**src/rtl/byte_serial_adder_ctrl_pkg.sv**
```systemverilog
// Shared constants for the byte-serial adder controller: byte width and FSM encoding.
package byte_serial_adder_ctrl_pkg;

  localparam int unsigned BYTE_W = 8;

  typedef enum logic [1:0] {
    ST_IDLE = 2'd0,
    ST_RUN  = 2'd1,
    ST_DONE = 2'd2
  } state_t;

endpackage

```
**src/rtl/byte_serial_adder_ctrl_byte_adder_8.sv**
```systemverilog
// byte_adder_8: combinational 8-bit adder with carry in/out, shared across all byte positions.
module byte_adder_8
  import byte_serial_adder_ctrl_pkg::*;
(
  input  logic [BYTE_W-1:0] a,
  input  logic [BYTE_W-1:0] b,
  input  logic              cin,
  output logic [BYTE_W-1:0] sum,
  output logic              cout
);

  // Single ripple add; the widened sum exposes the carry out of bit 7.
  assign {cout, sum} = {1'b0, a} + {1'b0, b} + {{BYTE_W{1'b0}}, cin};

endmodule

```
**src/rtl/byte_serial_adder_ctrl.sv**
```systemverilog
// byte_serial_adder_ctrl: wide A+B+cin computed one byte per cycle (LSB first) on one
// shared 8-bit adder, with valid/ready handshakes on operands and result.
// Optional macro SUB_MODE_EN adds an in_sub port selecting A-B (out_cout=1 means no borrow).
module byte_serial_adder_ctrl
  import byte_serial_adder_ctrl_pkg::*;
#(
  parameter int unsigned NBYTES = 4
) (
  input  logic                     clk,
  input  logic                     rst,
  input  logic                     in_valid,
  output logic                     in_ready,
  input  logic [BYTE_W*NBYTES-1:0] in_a,
  input  logic [BYTE_W*NBYTES-1:0] in_b,
  input  logic                     in_cin,
`ifdef SUB_MODE_EN
  input  logic                     in_sub,
`endif
  output logic                     out_valid,
  input  logic                     out_ready,
  output logic [BYTE_W*NBYTES-1:0] out_sum,
  output logic                     out_cout,
  output logic                     busy
);

  localparam int unsigned W        = BYTE_W * NBYTES;
  localparam int unsigned IDX_W    = (NBYTES > 1) ? $clog2(NBYTES) : 1;
  localparam logic [IDX_W-1:0] IDX_LAST = IDX_W'(NBYTES - 1);

  state_t            state;
  logic [IDX_W-1:0]  idx;
  logic              carry;
  logic [W-1:0]      op_a;
  logic [W-1:0]      op_b;

  logic [W-1:0]      load_b;
  logic              load_cin;
  logic [BYTE_W-1:0] add_a;
  logic [BYTE_W-1:0] add_b;
  logic [BYTE_W-1:0] add_sum;
  logic              add_cout;

  // Operand conditioning at accept time: subtraction is A + ~B + 1.
`ifdef SUB_MODE_EN
  assign load_b   = in_sub ? ~in_b : in_b;
  assign load_cin = in_sub ? 1'b1  : in_cin;
`else
  assign load_b   = in_b;
  assign load_cin = in_cin;
`endif

  // Select the current byte of each operand for the shared adder.
  assign add_a = op_a[idx*BYTE_W +: BYTE_W];
  assign add_b = op_b[idx*BYTE_W +: BYTE_W];

  byte_adder_8 u_byte_adder (
    .a    (add_a),
    .b    (add_b),
    .cin  (carry),
    .sum  (add_sum),
    .cout (add_cout)
  );

  // Controller: operand capture, byte sequencing with registered carry, result hold.
  always_ff @(posedge clk) begin
    if (rst) begin
      state     <= ST_IDLE;
      idx       <= '0;
      carry     <= 1'b0;
      op_a      <= '0;
      op_b      <= '0;
      out_sum   <= '0;
      out_cout  <= 1'b0;
      out_valid <= 1'b0;
      busy      <= 1'b0;
      in_ready  <= 1'b1;
    end else begin
      case (state)
        ST_IDLE: begin
          if (in_valid && in_ready) begin
            op_a     <= in_a;
            op_b     <= load_b;
            carry    <= load_cin;
            idx      <= '0;
            in_ready <= 1'b0;
            busy     <= 1'b1;
            state    <= ST_RUN;
          end
        end
        ST_RUN: begin
          out_sum[idx*BYTE_W +: BYTE_W] <= add_sum;
          carry <= add_cout;
          if (idx == IDX_LAST) begin
            idx       <= '0;
            out_cout  <= add_cout;
            out_valid <= 1'b1;
            state     <= ST_DONE;
          end else begin
            idx <= idx + IDX_W'(1);
          end
        end
        ST_DONE: begin
          if (out_ready) begin
            out_valid <= 1'b0;
            busy      <= 1'b0;
            in_ready  <= 1'b1;
            state     <= ST_IDLE;
          end
        end
        default: begin
          state     <= ST_IDLE;
          idx       <= '0;
          out_valid <= 1'b0;
          busy      <= 1'b0;
          in_ready  <= 1'b1;
        end
      endcase
    end
  end

endmodule

```
**config.mk**
```make
export PLATFORM = sky130hd
export DESIGN_NAME = byte_serial_adder_ctrl
export DESIGN_NICKNAME = d
export VERILOG_FILES = /design/src/rtl/byte_serial_adder_ctrl_pkg.sv /design/src/rtl/byte_serial_adder_ctrl_byte_adder_8.sv /design/src/rtl/byte_serial_adder_ctrl.sv
export SDC_FILE = /design/constraint.sdc
export NUM_CORES = 1
export LEC_CHECK = 0
export CAP_MARGIN = 30
export CORE_MARGIN = 2
export CORE_UTILIZATION = 50
export DETAILED_ROUTE_END_ITERATION = 6
export PLACE_DENSITY = 0.8
export SLEW_MARGIN = 10
export SYNTH_ARGS = -nofsm -noshare
export SYNTH_HDL_FRONTEND = slang
export SYNTH_SLANG_ARGS = --single-unit
```
**constraint.sdc**
```tcl
create_clock -name clk -period 4.4 [get_ports clk]
set_clock_uncertainty 0.05 [all_clocks]
set_input_delay 0.44 -clock clk [delete_from_list [all_inputs] [get_ports clk]]
set_output_delay 0.44 -clock clk [all_outputs]
set_load 0.1 [all_outputs]
```
* Yosys cells after proc, flatten, opt, wreduce, memory -nomap -nowiden
Index checks and enable logic that the tools add are counted.
W data, S select, Z words.
** Storage, ports and cells
- Flip-flop bits (word level) :: 105
- Logic and storage cells :: 55
- Output and inout bits :: 36
- Input port bits :: 69
** Operators by class
- Equality and inequality tests :: 6
- Multiplexer cells :: 18
- Reduce and logical (&&, ||, !) cells :: 10
- Bitwise operators :: 3
- Shift operators :: 4
- Add/sub/neg operators :: 4
** Operator list (count)
- $shiftx A32 B6 Y8 :: 2
- $neg A5 Y34 :: 1
- $shift A8 B34 Y32 const A :: 1
- $shiftx A8 B34 Y32 :: 1
- $bwmux W32 :: 1
- $pmux W2 S3 :: 2
- $mux W2 :: 5
- $add A8 B8 Y9 :: 1
- $add A9 B1 Y9 :: 1
- $pmux W1 S3 :: 3
- $reduce_and A3 Y1 :: 3
- $reduce_and A2 Y1 :: 4
- $mux W1 :: 6
- $ne A2 B2 Y1 const B :: 3
- $eq A2 B2 Y1 const B :: 2
- $not A1 Y1 :: 3
- $add A2 B1 Y2 const B :: 1
- $eq A2 B1 Y1 const B :: 1
- $logic_not A2 Y1 :: 1
- $pmux W1 S2 :: 1
- $reduce_bool A2 Y1 :: 1
- $logic_and A1 B1 Y1 :: 1

* Logic depth before layout (Yosys ltp)
- Word-level depth :: 5
- Mapped depth :: 10
- Gate-level depth less buffers :: 8

* Modules after synthesis
Synthesis repeated with hierarchy kept, for this count alone.
** Unflattened totals
- Cells, all modules :: 527
- Area, all modules :: 4648.2 um^2
** Modules (own cells, without submodules)
- byte_serial_adder_ctrl :: seq. area each 2102.0 um^2, area each 4316.6 um^2, cells each 485, times used 1
- byte_adder_8 :: seq. area each 0.0 um^2, area each 331.6 um^2, cells each 42, times used 1

* Worst setup path before layout
No wires, ideal clock.
- Path kind :: reg2reg
- Start point :: register idx[0]
- End point :: register carry
- Required time :: 4.222 ns
- Slack :: 1.021 ns
- Clock period less this slack :: 3.379 ns
- Arrival :: 3.201 ns
- Cell stages (with the launch flop) :: 11
- Library setup time :: 0.128 ns
- Path buffers :: 2
- Cells stage by stage :: dfxtp_1 buf_2 buf_4 mux4_2 fa_1 fa_1 a21oi_1 o211ai_1 a31o_2 a221oi_1 nor2_1
** Between the ends
- Longest elaborated chain between the ends :: 4
- Elaborated cells on any way between the ends :: 5
- Classes of those cells :: add/sub (2); shift (2); mux (1)
** RTL lines
- start, declared :: RTL line byte_serial_adder_ctrl.sv:31 : logic [IDX_W-1:0] idx;
- start signal, assigned :: RTL line byte_serial_adder_ctrl.sv:99 : idx <= idx + IDX_W'(1);
- $shiftx A32 B6 Y8 (on tied branches) :: RTL line byte_serial_adder_ctrl.sv:53, byte_serial_adder_ctrl.sv:54
- $add A8 B8 Y9 (*) :: RTL line byte_serial_adder_ctrl_byte_adder_8.sv:13 : assign {cout, sum} = {1'b0, a} + {1'b0, b} + {{BYTE_W{1'b0}}, cin};
- $add A9 B1 Y9 (*) :: RTL line byte_serial_adder_ctrl_byte_adder_8.sv:13
- $pmux W1 S2 (*) :: RTL line byte_serial_adder_ctrl.sv:78 : case (state)
- end signal, assigned :: RTL line byte_serial_adder_ctrl.sv:83 : carry <= load_cin;
- end signal, assigned :: RTL line byte_serial_adder_ctrl.sv:92 : carry <= add_cout;
- end, declared :: RTL line byte_serial_adder_ctrl.sv:32 : logic carry;
Mark *: on every way between the ends. The rest lies on a longest branch, timed or not.
A chain may end at the register's enable or synchronous reset.

* Final worst setup path
- Start point :: register idx[0]
- End point :: register out_sum[15]
** Between the ends
- Longest elaborated chain between the ends :: 5
- Elaborated cells on any way between the ends :: 8
- Classes of those cells :: add/sub (3); shift (4); mux (1)
** RTL lines
- $shiftx A32 B6 Y8 (on tied branches) :: RTL line byte_serial_adder_ctrl.sv:53, byte_serial_adder_ctrl.sv:54
- $add A8 B8 Y9 :: RTL line byte_serial_adder_ctrl_byte_adder_8.sv:13
- $add A9 B1 Y9 :: RTL line byte_serial_adder_ctrl_byte_adder_8.sv:13
- $shiftx A8 B34 Y32 :: RTL line byte_serial_adder_ctrl.sv:91 : out_sum[idx*BYTE_W +: BYTE_W] <= add_sum;
- $bwmux W32 (*) :: RTL line byte_serial_adder_ctrl.sv:91
- end signal, assigned by index :: RTL line byte_serial_adder_ctrl.sv:91
- end, declared :: RTL line byte_serial_adder_ctrl.sv:21 : output logic [BYTE_W*NBYTES-1:0] out_sum,
Marks and branches as above.

==> flow_summary.toml <==
[place]
post_dp_cell_area_um2 = 5590
routabilityCongestion = 0.802
port_buffers = 104
dp.cells = 683
pre_cts_ws_ps = 1060
hpwl_um = 8150

[hold_path]
min_path_type = "reg2reg"

[power_and_ir_drop]
clockPowerShare_pct = 30.7
seq_power_share_pct = 51.3
p_int_mw = 1.43
p_total_mw = 2.00
p_per_area_nw_per_um2 = 344
combPwrFrac_pct = 18.0
ir_drop_mv = 0.275
swShare_pct = 28.6
p_leak_nw = 2.14
power_switching_mw = 0.572

[worst_setup_path]
crit_required_ps = 4580
worstPathMaxFanout = 16
arrival_ps = 3610
worstPathCellList = "buf_4 -> mux4_2 -> ha_1 -> nand2_1 -> o31ai_1 -> a2111oi_0 -> nor3_1 -> o21ai_0"
critical_path_class = "reg2reg"
crit_slowest_cell = "dfxtp_1"
cp-end-kind = "flip-flop"
slowest_delay_ps = 660
cp-start-kind = "flip-flop"

[logic_synthesis]
synth_edf_count = 0
ys_warn_count = 0
synth_top_area_share_pct = 46.7
synth_cell_types = 40
synth_nets = 582
postSynthAreaPerCell_um2 = 9.04
synthCells = 498
synth-seq-area-share_pct = 46.7
synth_flop_cell = "dfxtp_1"
synth_top_cells_by_area = "dfxtp_1 47%, nand2_1 11%, a21oi_1 8.3%"
synthArstFlopShare_pct = 0
synth.most_common_cell = "nand2_1"
synth_common_cells = "131 x nand2_1, 105 x dfxtp_1, 75 x a21oi_1"
synth_top_cell_by_area = "dfxtp_1"
synth.cell_area_um2 = 4500
ys_seq_elements = 105

[die]
start_util_pct = 51.6
die_x_um = 98.9
die-area_um2 = 9780
rows = 34
core-area_um2 = 8720
io-pin-count = 105
die_y_um = 98.9

[route]
drc = 0
dr.pass1.iters = 4
totalWireLength_um = 11200
final_antenna_net_count = 0
drtIter0Drc = 164
via_per_inst = 5.56
vias = 3901
routedWlPerCell_um = 16.0

[sta]
clock.fmax_ghz = 0.292
setup_viol = 0
worstMarginPinSlew_ps = 991
fin_tns_setup_ps = 0
rsz0062_at_grt = "false"
period_share_pct = 77.9
fin_ws_ps = 974
finalCriticalPeriod_ps = 3430
final_hold_viol_count = 0
slew_viol_final = 0
max-slew-margin-rel_pct = 33.7

[clock_tree]
clkTransAtPathRegs_ps = 100
clk_latency_ps = 370
cts_tree = "done"
htree_levels = 3
ctsResizeCount = 0
cts_setup_buffers = 0
postCtsHoldBufs = 0
root_buffer = "clkbuf_8"
tritoncts_num_sinks = 105
numCtsBuffers = 9
cts.path.max_buffers = 2

[global_route]
grt_pass1_wl_um = 17800
grt_pass1_vias = 3803
antenna_found_initial = 0
grt_max_degree = 110
grt_usage_pct = 22.8
grt_overflow = 0

[cells_and_area]
areaGrowthSynthToFinish_pct = 29.6
layoutNonFillerInstCount = 701
num_antenna_cells = 0
nFillCells = 689
drive_above_1_share_pct = 8.60
final_area_um2 = 5830
fin_nets = 672

[job]
max_cap_violations = 0

[status]
run_status = "finished, final reports clean"
==> cells by family (layout without fill, tap and decap cells) <==
logic type	Yosys count	after routing	synth area share (%)
simple gates	197	197	20.4
fa+ha+maj	15	15	4.50
flops	105	105	46.7
xor+xnor	5	5	0.973
mux	16	16	8.01
buf+inv	37	132	3.61
compound gates	123	123	15.8
==> routing by layer <==
layer	up-vias	global-route usage, %	wire (µm)
li1	1891	-	-
met1	1854	28.9	4960
met2	133	38.8	5410
met3	23	4.61	582
met4	0	8.11	290
met5	-	0	0
==> critical path, delay by kind of cell, from the launching register on <==
kind	cells	cell delay, ps
and+or+nand+nor	2	490
DFF	1	660
muxes	1	550
adders and majority gates	1	360
buffers and inverters	1	390
AOI/OAI and AO/OA	3	790
==> path summary, 6_finish.rpt <==
path            start     endpoint  slack [ps]  depth (start not counted)
min          op_a[18]     op_a[18]         410                          2
min reg2reg  op_a[18]     op_a[18]         410                          2
max reg2reg    idx[0]  out_sum[15]         970                          8
max            idx[0]  out_sum[15]         970                          8
==> flip-flops by register name, indices dropped and copies added (netlist names), 2 cells and up <==
| register | flops |
|---|---|
| state | 2 |
| op_b | 32 |
| op_a | 32 |
| out_sum | 32 |
| idx | 2 |
==> stage by stage <==
stage,util (%),hold WS [ps]
floorplan,-,383
global placement,63.8,390
detailed placement,64.1,397
CTS,66.4,411
global route,66.9,437
finish,66.9,411
==> power by group through the flow <==
stage	clock, mW	combinational [mW]	sequential [mW]
after global routing	0.659	0.389	1.03
after global placement	0	0.338	1.05
after CTS	0.616	0.354	1.03
final	0.615	0.360	1.03
after detailed placement	0	0.352	1.05
after floorplan	0	0.200	1.07
==> placed cells by master, fill, tap and decap left out, types with 3 or more instances in the layout <==
| master | n |
|---|---|
| clkbuf_8 | 10 |
| clkinvlp_4 | 3 |
| dfxtp_1 | 105 |
| xor2_1 | 4 |
| nand2_1 | 131 |
| nand3b_1 | 10 |
| mux4_2 | 16 |
| a22oi_1 | 24 |
| nor4b_4 | 3 |
| nor2_1 | 33 |
| ha_1 | 13 |
| nand2b_1 | 7 |
| buf_12 | 3 |
| a21oi_1 | 75 |
| nand2_4 | 3 |
| buf_4 | 4 |
| o21ai_0 | 10 |
| clkdlybuf4s50_1 | 103 |
| inv_1 | 6 |
==> area by class of cell <==
cell class	count	area (µm²)	area share (%)
repair buffers	110	1120	19.2
inverters	6	22.5	0.386
multi-input cells	356	2250	38.5
well taps	108	135	2.32
clock inverters	6	66.3	1.14
flip-flops and latches	105	2100	36.1
clock buffers	10	138	2.36
(Power assumes the default switching activity.)
